--- config.mk ---
export PLATFORM = sky130hd
export DESIGN_NAME = shift_arb
export DESIGN_NICKNAME = d
export VERILOG_FILES = /design/src/rtl/shift_pkg.sv /design/src/rtl/rr_arb2.sv /design/src/rtl/shift16.sv /design/src/rtl/shift_arb.sv
export SDC_FILE = /design/constraint.sdc
export NUM_CORES = 1
export LEC_CHECK = 0
export ABC_AREA = 0
export BUFFER_PORTS_ARGS = -buffer_cell sky130_fd_sc_hd__buf_2
export CAP_MARGIN = 0
export CORE_ASPECT_RATIO = 2
export CORE_MARGIN = 2
export CORE_UTILIZATION = 46
export DETAILED_ROUTE_END_ITERATION = 8
export PLACE_DENSITY = 0.7
export SYNTH_ARGS = -nofsm -noshare
export SYNTH_HDL_FRONTEND = slang
export SYNTH_SLANG_ARGS = --single-unit
--- constraint.sdc ---
create_clock -name clk -period 1.9 [get_ports clk]
set_clock_uncertainty 0.15 [all_clocks]
set_input_delay 0.19 -clock clk [delete_from_list [all_inputs] [get_ports clk]]
set_output_delay 0.19 -clock clk [all_outputs]
set_load 0.005 [all_outputs]
--- src/rtl/shift_pkg.sv ---
// Shared definitions for the shift arbiter: op codes, FSM states and datapath width.
package shift_pkg;

  localparam int DATA_W = 16;

  localparam logic [1:0] OP_ROL = 2'd0;
  localparam logic [1:0] OP_SLL = 2'd1;
  localparam logic [1:0] OP_ROR = 2'd2;
  localparam logic [1:0] OP_ASR = 2'd3;

  typedef enum logic [1:0] {
    IDLE = 2'd0,
    EXEC = 2'd1,
    RESP = 2'd2
  } state_e;

endpackage

--- src/rtl/rr_arb2.sv ---
// Two-input round-robin arbiter; the last-grant state lives in the parent.
module rr_arb2 (
  input  logic [1:0] req_i,
  input  logic       last_i,
  input  logic       en_i,
  output logic [1:0] gnt_o
);

  always_comb begin
    gnt_o = 2'b00;
    if (en_i) begin
      if (req_i == 2'b11) gnt_o = last_i ? 2'b01 : 2'b10;
      else                gnt_o = req_i;
    end
  end

endmodule

--- src/rtl/shift16.sv ---
// 16-bit combinational shifter: rotate left/right, logical left, arithmetic right.
module shift16
  import shift_pkg::*;
(
  input  logic [1:0]  op_i,
  input  logic [3:0]  cnt_i,
  input  logic [15:0] din_i,
  output logic [15:0] dout_o
);

  logic [31:0] dbl_l;
  logic [31:0] dbl_r;

  // Rotates come from shifting a doubled copy of the operand.
  always_comb begin
    dbl_l  = {din_i, din_i} << cnt_i;
    dbl_r  = {din_i, din_i} >> cnt_i;
    dout_o = din_i;
    case (op_i)
      OP_ROL:  dout_o = dbl_l[31:16];
      OP_SLL:  dout_o = din_i << cnt_i;
      OP_ROR:  dout_o = dbl_r[15:0];
      OP_ASR:  dout_o = $signed(din_i) >>> cnt_i;
      default: dout_o = din_i;
    endcase
  end

endmodule

--- src/rtl/shift_arb.sv ---
// Round-robin sharing of one shift16 between two requesters with valid/ack return.
// Optional grant counters gcnt0/gcnt1 are built when SHIFT_ARB_STAT_EN is defined.
//
// state | meaning
// IDLE  | waiting for a request; grant decoded combinationally
// EXEC  | latched operands drive the shifter
// RESP  | result held with vld to the selected port until its ack
module shift_arb #(
  parameter int DATA_W = 16,
  parameter int STAT_W = 16
) (
  input  logic              clk,
  input  logic              rst,
  input  logic              req0,
  input  logic [1:0]        op0,
  input  logic [3:0]        cnt0,
  input  logic [DATA_W-1:0] in0,
  output logic              gnt0,
  output logic              vld0,
  input  logic              ack0,
  input  logic              req1,
  input  logic [1:0]        op1,
  input  logic [3:0]        cnt1,
  input  logic [DATA_W-1:0] in1,
  output logic              gnt1,
  output logic              vld1,
  input  logic              ack1,
  output logic [DATA_W-1:0] res,
  output logic              busy
`ifdef SHIFT_ARB_STAT_EN
  ,
  output logic [STAT_W-1:0] gcnt0,
  output logic [STAT_W-1:0] gcnt1
`endif
);

  import shift_pkg::*;

  if (DATA_W != shift_pkg::DATA_W) begin : g_bad_width
    $error("shift_arb: DATA_W must be 16 to match shift16");
  end

  state_e      state_q, state_d;
  logic        last_q, last_d;
  logic        sel_q, sel_d;
  logic [1:0]  op_q, op_d;
  logic [3:0]  cnt_q, cnt_d;
  logic [15:0] in_q, in_d;
  logic [15:0] res_q, res_d;
  logic [1:0]  gnt;
  logic [15:0] sh_out;

  // Reset gates the grant so nothing is offered while rst is held.
  rr_arb2 u_arb (
    .req_i  ({req1, req0}),
    .last_i (last_q),
    .en_i   ((state_q == IDLE) && !rst),
    .gnt_o  (gnt)
  );

  shift16 u_shift (
    .op_i   (op_q),
    .cnt_i  (cnt_q),
    .din_i  (in_q),
    .dout_o (sh_out)
  );

  always_comb begin
    state_d = state_q;
    last_d  = last_q;
    sel_d   = sel_q;
    op_d    = op_q;
    cnt_d   = cnt_q;
    in_d    = in_q;
    res_d   = res_q;
    case (state_q)
      IDLE: if (|gnt) begin
        sel_d   = gnt[1];
        last_d  = gnt[1];
        op_d    = gnt[1] ? op1  : op0;
        cnt_d   = gnt[1] ? cnt1 : cnt0;
        in_d    = gnt[1] ? in1  : in0;
        state_d = EXEC;
      end
      EXEC: begin
        res_d   = sh_out;
        state_d = RESP;
      end
      RESP: if (sel_q ? ack1 : ack0) state_d = IDLE;
      default: state_d = IDLE;
    endcase
  end

  always_ff @(posedge clk or posedge rst) begin
    if (rst) begin
      state_q <= IDLE;
      last_q  <= 1'b1;
      sel_q   <= 1'b0;
      op_q    <= '0;
      cnt_q   <= '0;
      in_q    <= '0;
      res_q   <= '0;
    end else begin
      state_q <= state_d;
      last_q  <= last_d;
      sel_q   <= sel_d;
      op_q    <= op_d;
      cnt_q   <= cnt_d;
      in_q    <= in_d;
      res_q   <= res_d;
    end
  end

  assign gnt0 = gnt[0];
  assign gnt1 = gnt[1];
  assign vld0 = (state_q == RESP) && !sel_q;
  assign vld1 = (state_q == RESP) && sel_q;
  assign res  = res_q;
  assign busy = (state_q != IDLE);

`ifdef SHIFT_ARB_STAT_EN
  logic [STAT_W-1:0] gcnt0_q, gcnt1_q;

  always_ff @(posedge clk or posedge rst) begin
    if (rst) begin
      gcnt0_q <= '0;
      gcnt1_q <= '0;
    end else begin
      if (gnt[0] && (gcnt0_q != '1)) gcnt0_q <= gcnt0_q + STAT_W'(1);
      if (gnt[1] && (gcnt1_q != '1)) gcnt1_q <= gcnt1_q + STAT_W'(1);
    end
  end

  assign gcnt0 = gcnt0_q;
  assign gcnt1 = gcnt1_q;
`endif

endmodule

Word-level counts from Yosys, hierarchy flattened
Index checks and enable logic that the tools add are counted.

Reduce and logical (&&, ||, !) cells: 11. Equality and inequality tests: 8. Multiplexer cells: 11. Shift operators: 4.

Operator list (count): $pmux W16 S4 (1); $shl A32 B4 Y32 (1); $shr A32 B4 Y16 (1); $mux W16 (1); $shl A16 B4 Y16 (1); $sshr A16 B4 Y16 (1); $mux W2 (6); $eq A2 B2 Y1 const B (4); $pmux W2 S3 (1); $eq A2 B1 Y1 const B (2); $logic_not A2 Y1 (2); $mux W4 (1); $reduce_and A2 Y1 (2); $logic_and A1 B1 Y1 (3); $logic_not A1 Y1 (2); $ne A2 B1 Y1 const B (1); $ne A2 B2 Y1 const B (1); $reduce_bool A2 Y1 (1); $reduce_or A2 Y1 (1); $mux W1 (1).

Bits in registers: 42. Word-level logic and storage cells: 41. Output and inout bits: 21. Input port bits: 50.

Logic depth before layout (Yosys ltp)
Depth in word-level cells: 6. Mapped depth: 8. Mapped depth without buffers: 5.

Hierarchy
From an unflattened synthesis, not the netlist that was laid out.

Cell total of the unflattened synthesis: 460. Area total of the unflattened synthesis: 4428.0 µm².

By module, submodules not included: shift16 (times used 1, sequential area each 0.0 µm², cells each 331, area an instance 2349.8 µm²); shift_arb (times used 1, sequential area each 1052.3 µm², cells each 124, area an instance 2057.0 µm²); rr_arb2 (times used 1, sequential area each 0.0 µm², cells each 5, area an instance 21.3 µm²).

Worst setup path before layout
No wires, ideal clock.

Kind: register to register. Start point: register cnt_q[2]. End point: register res_q[0] (netlist: res[0]). Clock period less this slack: 2.035 ns. Path slack: -0.135 ns. Library setup time: 0.131 ns. Cell stages (with the launch flop): 8. Arrival time: 1.754 ns. Required time: 1.619 ns. Path buffers: 3. Path through: dfrtp_1 buf_6 buf_12 buf_6 mux4_2 mux2_4 a2111oi_4 nor3_1.

Longest elaborated chain between the ends: 2. Elaborated cells on any way between the ends: 5. Those cells by class: shift: 4; mux: 1.

Ends and longest elaborated chain: start: declaration (line shift_arb.sv:47) `logic [3:0] cnt_q, cnt_d;`; start signal: assignment (line shift_arb.sv:108) `cnt_q <= cnt_d;`; $sshr A16 B4 Y16 (tied with other cells) (line shift16.sv:23) `OP_ASR: dout_o = $signed(din_i) >>> cnt_i;`; $pmux W16 S4 (*) (line shift16.sv:19) `case (op_i)`; end signal: assignment (line shift_arb.sv:110) `res_q <= res_d;`; end: declaration (line shift_arb.sv:49) `logic [15:0] res_q, res_d;`.

Mark *: on every way between the ends. The rest lies on a longest branch, timed or not. A chain may end at the register's enable or synchronous reset.

Final worst setup path
Start point: register cnt_q[1]. End point: register res_q[13] (netlist: res[13]).

The elaborated chain is that of the path after synthesis.

==> qor.txt <==
Slew margin rel. - 0.610
Core Box Area - 9260 µm²
Main flop type after synthesis - dfrtp_1
Worst Path Arrival - 2220 ps
Finished Layout Cells - 683
Critical path peak fanout - 7
NumNets Final - 628
Critical path launch point - cnt_q[1]
Gpl congestion - 1.02
# fillers - 749
Syn Std Cell Area - 4310 µm²
Initial DRC Count - 326
Final ANT Viol Nets - 0
R2R depth - 6
Total Power - 12.6 mW
Crit Reg-Reg Startpoint - cnt_q[1]
Max Cap Violations - 0
Core Rows - 50
Reg clk slew, reported paths - 70 ps
Final Cell Area - 5920 µm²
Share of cells above drive strength 1 - 0.499
Final wirelength - 15000 µm
WS Path Type - flip-flop to flip-flop
Syn avg cell area - 9.71 µm²
Most frequent cells in the layout - buf_4 (95), buf_2 (70), mux2i_1 (49), nor2_1 (49), dfrtp_1 (36)
Wire per inst - 22.0 µm
# setup viols final - 16
Clk Latency, worst-skew pair - 300 ps
CTS buffer count - 5
Vias/cell - 6.40
Vias in the first global route - 4288
Global Route Usage Sum - 0.290
Status - finished, violations left
Minimum clock period - 2230 ps
CTS root buffer - clkbuf_16
Cells after DPL - 661
Worst-Margin Slew - 583 ps
Syn Inst Count - 444
Hold Vio Cnt, Final - 0
Post-DP HPWL - 11300 µm
Die width - 72.5 µm
Initial antenna violation count - 0
Post-synthesis net count - 494
Leak - 2.70 nW
Port Buffer Count - 70
IO Pins - 71
DRT Pass-1 Iters - 7
Final hold slack - 40.3 ps
Crit path to - res[13]
Post-synth cell types - 66
RSZ-0062 raised after global routing - true
Pins Over Slew Limit - 0
Hold crit path type - input pin to flip-flop
Post-synth EDFFs - 0
Die Y - 141 µm
FF-to-FF setup slack - -330 ps
WP data required - 1890 ps
H-tree Lvls - 2
Max Freq - 448 MHz
Period utilization - 1.17
DRC - 0
DP Area - 5320 µm²
Failing checks - setup timing
FF-to-FF End - res[13]
Pwr per Cell Area - 2130 nW/µm²
Most common cell after layout, fill and taps aside - buf_4
Worst setup margin - -332 ps
First-pass GRT wire length - 22500 µm
Warnings, synthesis - 0
Initial Utilization - 0.466
Full die area - 10200 µm²
CTS tree - yes
Yosys reg bits - 42
Largest net degree at the start of global routing - 48
Largest buffer count on any clock path - 2
Total number of vias - 4374
Asr flop ratio synth - 1.00
Antenna cell count - 0
Total grt overflow - 0
Worst setup EP type - flip-flop
Register area share after synthesis - 0.244
Clock sinks - 42
Worst Setup Start Kind - flip-flop
Area growth, synth to finish - 37.4%
Max VDD drop - 0.00108 V
-- worst max-delay path, cell delays in order, from the launching register on --
cell,delay [ps]
dfrtp_2,490
buf_8,170
mux4_2,520
mux2_4,290
o21ba_1,180
a311oi_1,210
a311oi_1,70
-- kinds of logic after synthesis --
logic type,share of synthesized area
AO/OA/AOI/OAI,0.165
buffers and inverters,0.0810
flip-flops,0.244
multiplexers,0.371
AND/OR/NAND/NOR,0.138
-- cell usage after synthesis (all sizes together) (3+ instances only) --
cell type | count | area share
a21oi | 28 | 0.033
dfrtp | 41 | 0.24
a211oi | 7 | 0.013
nand2b | 6 | 0.0087
nand2 | 24 | 0.021
o21ai | 19 | 0.022
a2111oi | 4 | 0.014
o311ai | 3 | 0.0061
mux2i | 57 | 0.13
nor2 | 51 | 0.044
mux4 | 36 | 0.19
inv | 9 | 0.0078
or2 | 5 | 0.0073
buf | 26 | 0.047
o22ai | 3 | 0.0044
nor3 | 10 | 0.012
mux2 | 17 | 0.046
nand3 | 9 | 0.010
nor2b | 4 | 0.0058
clkbuf | 30 | 0.026
a221oi | 4 | 0.0081
a311oi | 3 | 0.0061
o211ai | 6 | 0.012
and2 | 3 | 0.0044
-- flip-flops by register name (all words and copies together) (netlist names) --
signal	count
cnt_q	4
in_q	16
last_q	1
op_q	2
res	16
sel_q	1
state_q	2
-- worst min path at each step --
| stage | startpoint | end | slack, ps | cells past startpoint |
|---|---|---|---|---|
| final | op1[1] | op_q[1] | 40 | 3 |
| after global routing | in1[13] | in_q[13] | 70 | 3 |
| after CTS | op1[1] | op_q[1] | 40 | 3 |
| after detailed placement | rst | in_q[15] | 50 | 2 |
| after global placement | rst | in_q[15] | 40 | 2 |
| after floorplan | in1[6] | in_q[6] | 250 | 2 |
-- where the power goes --
part	leakage (nW)	switching, mW	internal (mW)
clock network	0.0971	0.372	0.789
logic	2.14	4.51	4.92
registers	0.469	0.679	1.34
-- cell type report --
cell class	count	area (µm²)	area share
Clock inverter	2	60.1	0.0101
Clock buffer	6	139	0.0234
Tap cell	104	130	0.0220
Multi-Input combinational cell	337	3130	0.529
Inverter	9	37.5	0.00634
Sequential cell	42	1060	0.179
Timing Repair Buffer	183	1360	0.230
-- metrics by stage --
| stage | TNS [ps] | setup slack, ps | util |
|---|---|---|---|
| after floorplan | -586 | -116 | - |
| after global placement | -4540 | -399 | 0.574 |
| after detailed placement | -4860 | -460 | 0.574 |
| after CTS | -3540 | -279 | 0.620 |
| after global routing | -5330 | -382 | 0.640 |
| final | -4030 | -332 | 0.640 |
-- repair_timing --
item	4_1_cts	5_1_grt
gates resized for setup	39	31
buffers inserted	8	5
pin swaps	5	7
hold buffers	1	0
cloned	0	1
endpoints found under the setup margin	17	18
hold endpoints to repair	6	0
-- routing by layer --
metal  GRT usage  wire length, µm
met5           0                0
met4       0.231             1340
met3      0.0386              705
met2       0.517             8020
met1       0.289             4950
No activity file was read; power rests on OpenSTA's default activity.
